`src/rtl/tff_toggle_ctrl.sv`:
```
// tff_toggle_ctrl: conditions a raw, bouncing push-button into a clean
// single-cycle T pulse for a toggle flip-flop, and counts accepted presses.
// Optional feature macro: TOGGLE_AUTOREPEAT_EN (auto-repeat T while held).
//
//   state      | meaning
//   -----------+---------------------------------------------------------
//   IDLE       | button released and settled, waiting for a high sample
//   DB_PRESS   | high seen, counting stable high samples before accepting
//   HELD       | press accepted (T issued), waiting for a low sample
//   DB_RELEASE | low seen, counting stable low samples before releasing
module tff_toggle_ctrl #(
   parameter int unsigned DB_CYCLES     = 4,
   parameter int unsigned REPEAT_CYCLES = 16
) (
   input  logic       CLK,
   input  logic       RST,
   input  logic       BTN_IN,
   output logic       T,
   output logic       BUSY,
   output logic [7:0] PRESS_COUNT
);

   if (DB_CYCLES < 2 || DB_CYCLES > 255 ||
       REPEAT_CYCLES < 2 || REPEAT_CYCLES > 65535) begin : g_bad_param
      $error("tff_toggle_ctrl: DB_CYCLES or REPEAT_CYCLES out of range");
   end

   typedef enum logic [1:0] {
      IDLE       = 2'd0,
      DB_PRESS   = 2'd1,
      HELD       = 2'd2,
      DB_RELEASE = 2'd3
   } state_t;

   localparam logic [7:0] DB_LAST = 8'(DB_CYCLES - 1);

   state_t     state_q, state_d;
   logic [7:0] cnt_q, cnt_d;
   logic       sync0_q, sync1_q;
   logic       t_q, t_d;
   logic       busy_q, busy_d;
   logic [7:0] press_count_q, press_count_d;

`ifdef TOGGLE_AUTOREPEAT_EN
   localparam logic [15:0] RPT_LAST = 16'(REPEAT_CYCLES - 1);
   logic [15:0] rpt_q, rpt_d;

   // Repeat interval counter; only meaningful while in HELD.
   always_ff @(posedge CLK or posedge RST) begin
      if (RST) rpt_q <= '0;
      else     rpt_q <= rpt_d;
   end
`endif

   // Two-flop synchroniser for the asynchronous button level.
   always_ff @(posedge CLK or posedge RST) begin
      if (RST) begin
         sync0_q <= 1'b0;
         sync1_q <= 1'b0;
      end else begin
         sync0_q <= BTN_IN;
         sync1_q <= sync0_q;
      end
   end

   // State, debounce counter and registered outputs.
   always_ff @(posedge CLK or posedge RST) begin
      if (RST) begin
         state_q       <= IDLE;
         cnt_q         <= '0;
         t_q           <= 1'b0;
         busy_q        <= 1'b0;
         press_count_q <= '0;
      end else begin
         state_q       <= state_d;
         cnt_q         <= cnt_d;
         t_q           <= t_d;
         busy_q        <= busy_d;
         press_count_q <= press_count_d;
      end
   end

   // Next-state, debounce counting and pulse generation.
   always_comb begin
      state_d       = state_q;
      cnt_d         = cnt_q;
      t_d           = 1'b0;
      press_count_d = press_count_q;
`ifdef TOGGLE_AUTOREPEAT_EN
      rpt_d         = rpt_q;
`endif
      case (state_q)
         IDLE: begin
            if (sync1_q) begin
               state_d = DB_PRESS;
               cnt_d   = '0;
            end
         end
         DB_PRESS: begin
            if (!sync1_q) begin
               state_d = IDLE;
            end else if (cnt_q == DB_LAST) begin
               state_d       = HELD;
               t_d           = 1'b1;
               press_count_d = press_count_q + 8'd1;
`ifdef TOGGLE_AUTOREPEAT_EN
               rpt_d         = '0;
`endif
            end else begin
               cnt_d = cnt_q + 8'd1;
            end
         end
         HELD: begin
            if (!sync1_q) begin
               state_d = DB_RELEASE;
               cnt_d   = '0;
`ifdef TOGGLE_AUTOREPEAT_EN
               rpt_d   = '0;
            end else if (rpt_q == RPT_LAST) begin
               t_d           = 1'b1;
               press_count_d = press_count_q + 8'd1;
               rpt_d         = '0;
            end else begin
               rpt_d = rpt_q + 16'd1;
`endif
            end
         end
         DB_RELEASE: begin
            // A high sample here is release bounce: back to HELD, no new pulse.
            if (sync1_q) begin
               state_d = HELD;
`ifdef TOGGLE_AUTOREPEAT_EN
               rpt_d   = '0;
`endif
            end else if (cnt_q == DB_LAST) begin
               state_d = IDLE;
            end else begin
               cnt_d = cnt_q + 8'd1;
            end
         end
         default: state_d = IDLE;
      endcase
      busy_d = (state_d != IDLE);
   end

   assign T           = t_q;
   assign BUSY        = busy_q;
   assign PRESS_COUNT = press_count_q;

endmodule

```
`config.mk`:
```
export PLATFORM = sky130hd
export DESIGN_NAME = tff_toggle_ctrl
export DESIGN_NICKNAME = d
export VERILOG_FILES = /design/src/rtl/tff_toggle_ctrl.sv
export SDC_FILE = /design/constraint.sdc
export NUM_CORES = 1
export LEC_CHECK = 0
export BUFFER_PORTS_ARGS = -buffer_cell sky130_fd_sc_hd__buf_2
export CORE_MARGIN = 1.5
export CORE_UTILIZATION = 52
export DETAILED_ROUTE_END_ITERATION = 8
export GPL_TIMING_DRIVEN = 0
export PLACE_DENSITY = 0.79
export SYNTH_ARGS = -nofsm -noshare
export SYNTH_HDL_FRONTEND = slang
export SYNTH_SLANG_ARGS = --single-unit
```
`constraint.sdc`:
```
create_clock -name CLK -period 2.1 [get_ports CLK]
set_input_delay 0.315 -clock CLK [delete_from_list [all_inputs] [get_ports CLK]]
set_output_delay 0.315 -clock CLK [all_outputs]
set_load 0.005 [all_outputs]
```
==> impl_metrics.py <==
metrics = {
    "run_status": {
        "status": "complete, no violations",
    },
    "synthesis": {
        "synth_edf_count": 0,
        "async_flop_share_pct": 100,
        "yosys.area_share.simple_pct": 17.7,
        "synthMuxAreaShare_pct": 3.36,
        "yosys.area_share.xor_xnor_pct": 10.9,
        "synthFlopType": "dfrtp_1",
        "synth_compound_area_share_pct": 6.33,
        "synthesis.area_sq_um": 968,
        "yosys_register_bits": 22,
        "avgSynthCellArea_sq_um": 12.1,
        "synth_top_family_by_area": "simple AND/OR/NAND/NOR gates",
        "syn_nets": 85,
        "synthAdderAreaFrac_pct": 2.58,
        "synth_cell_types": 23,
        "yosysWarnings": 0,
        "yosysSeqAreaShare_pct": 56.8,
        "syn_inst": 80,
    },
    "final_layout": {
        "design_area_sq_um": 1100,
        "fin_cells": 121,
        "drive_gt1_share_pct": 22.9,
        "layout.cells.most_common": "dfrtp_1",
        "synthToLayoutAreaGrowth_pct": 13.2,
        "n_antenna_cell": 0,
        "fin_nets": 102,
        "final_cell_mix": "dfrtp_1 (22), buf_2 (12), nand4_1 (7), xnor2_1 (7)",
    },
    "global_routing": {
        "grt_pass1_vias": 565,
        "antenna_found_initial": 0,
        "grt_usage_pct": 16.4,
        "grt_max_degree": 23,
        "grt_overflow": 0,
        "grt_pass1_wl_microns": 2460,
    },
    "pwr": {
        "p_sw_uw": 334,
        "combPwrFrac_pct": 21.7,
        "power.share.switching_pct": 32.5,
        "vdd_drop_max_mv": 0.564,
        "p_leak_uw": 0.000552,
        "p_seq_share_pct": 55.9,
        "power_uw": 1030,
        "p_per_area_nw_per_um2": 937,
        "clockPowerShare_pct": 22.4,
        "internal_power_uw": 693,
    },
    "sta": {
        "period_share_pct": 85.3,
        "finalSetupTns_ns": 0,
        "finalSetupViolCount": 0,
        "finClkSkew_ns": 0.00517,
        "max_freq_mhz": 559,
        "period_needed_ns": 1.79,
        "hold_violations": 0,
        "maxSlewHeadroom_pct": 47.1,
        "slew_violations": 0,
        "rsz0062_at_grt": "false",
        "worst_hold_slack_ns": 0.101,
        "tightest_slew_ns": 0.793,
    },
    "routing": {
        "viasPerCell": 5.18,
        "firstDrtPassIters": 3,
        "drt_iter0_markers": 11,
        "drc": 0,
        "wl_per_cell_microns": 12.6,
        "drt_wl_total_microns": 1520,
        "num_vias": 627,
        "ant_nets": 0,
    },
    "setup_path": {
        "critPathCaptureType": "flop",
        "path_max_fanout": 9,
        "crit_type": "flop to flop",
        "crit_required_ns": 2.30,
        "arrival_ns": 1.99,
        "worstSetupStartpointType": "flop",
    },
    "clock_tree": {
        "htree_levels": 1,
        "clock_latency_ns": 0.31,
        "clkSlewWorstSetupHoldPaths_ns": 0.12,
        "ctsRootBufferMaster": "clkbuf_4",
        "cts_hold_buf": 0,
        "clock_path_buffers": 2,
        "cts_tree": "done",
        "post_cts_resized": 0,
        "cts_made_buffers": 3,
        "cts_setup_buffers": 0,
        "clkSinkCount": 22,
    },
    "floorplan": {
        "dieArea_sq_um": 2130,
        "dieHeight_microns": 46.2,
        "initial_utilization_pct": 55.5,
        "die_w_microns": 46.2,
        "ioPinCount": 13,
        "row_count": 15,
        "fp.coreArea_sq_um": 1750,
    },
    "flow_run": {
        "cap_violations": 0,
    },
    "placement": {
        "placed_area_sq_um": 1060,
        "gp_congestion": 0.794,
        "detailed_place_hpwl_microns": 1120,
        "portBuffers": 12,
        "post-place-cells": 117,
    },
    "min_path": {
        "hold_class": "primary input to flop",
    },
}
power by group through the flow:
stage / Combinational (uW) / Sequential [uW] / Clock, uW
finish: 223 / 574 / 230
global route: 252 / 588 / 248
global placement: 212 / 576 / 0
CTS: 225 / 572 / 241
detailed placement: 224 / 581 / 0
floorplan: 162 / 566 / 0
cells by family (layout without fill, tap and decap cells):
family,Yosys count,count (layout)
adder cells (fa/ha/maj),2,2
buffers and inverters,4,20
AND/OR/NAND/NOR,28,28
XOR/XNOR,12,12
multiplexers,3,3
AO/OA/AOI/OAI,9,9
flip-flops,22,22
area by class of cell:
type | instances | area, sq um
Buffer | 1 | 11.3
Fill cell | 151 | 649
Inverter | 3 | 11.3
Clock buffer | 4 | 36.3
Sequential cell | 22 | 551
Multi-Input combinational cell | 54 | 395
Timing Repair Buffer | 12 | 60.1
Tap cell | 25 | 31.3
registers in the layout, indices dropped and copies added, names as in the netlist:
| name | cells |
|---|---|
| T | 1 |
| cnt_q | 8 |
| BUSY | 1 |
| sync0_q | 1 |
| PRESS_COUNT | 8 |
| sync1_q | 1 |
| state_q | 2 |
routing by layer:
layer | routed length, microns | track usage [%]
met1 | 747 | 22.6
met4 | 23 | 8.57
met2 | 716 | 24.7
met3 | 31 | 2.35
met5 | 0 | 0
worst paths after layout:
check	from	to	slack, ns	cells past startpoint
worst min register to register	sync0_q	sync1_q	0.37	0
min in group asynchronous	RST	T	0.14	2
max in group asynchronous	RST	cnt_q[5]	1.47	2
worst min-delay path	BTN_IN	sync0_q	0.10	1
worst max-delay path	cnt_q[0]	PRESS_COUNT[1]	0.31	5
worst max register to register	cnt_q[0]	PRESS_COUNT[1]	0.31	5
synthesized netlist by cell type, drive strengths merged (2+ instances only):
cell type,count,share of area [%]
a21o,2,1.5
o21ai,2,1.0
and3,4,2.6
xor2,5,4.5
nand4,7,4.5
nand2,4,1.5
nor2,5,1.9
a21oi,3,1.9
nand3,4,2.1
ha,2,2.6
inv,3,1.2
mux2,2,2.3
dfrtp,22,57
xnor2,7,6.3
through the flow:
step | util [%] | worst slack, ns
floorplan | - | 0.463
CTS | 62.8 | 0.307
detailed placement | 60.7 | 0.330
global placement | 60.7 | 0.371
global route | 62.8 | 0.223
finish | 62.8 | 0.310
worst max-delay path, stage by stage, from the launching register on:
cell and delay, ns:
dfrtp_1 0.44, ha_1 0.26, and4bb_2 0.28, and4b_1 0.22
buf_6 0.14, mux2_2 0.34
Power figures use the tool's default switching activity.
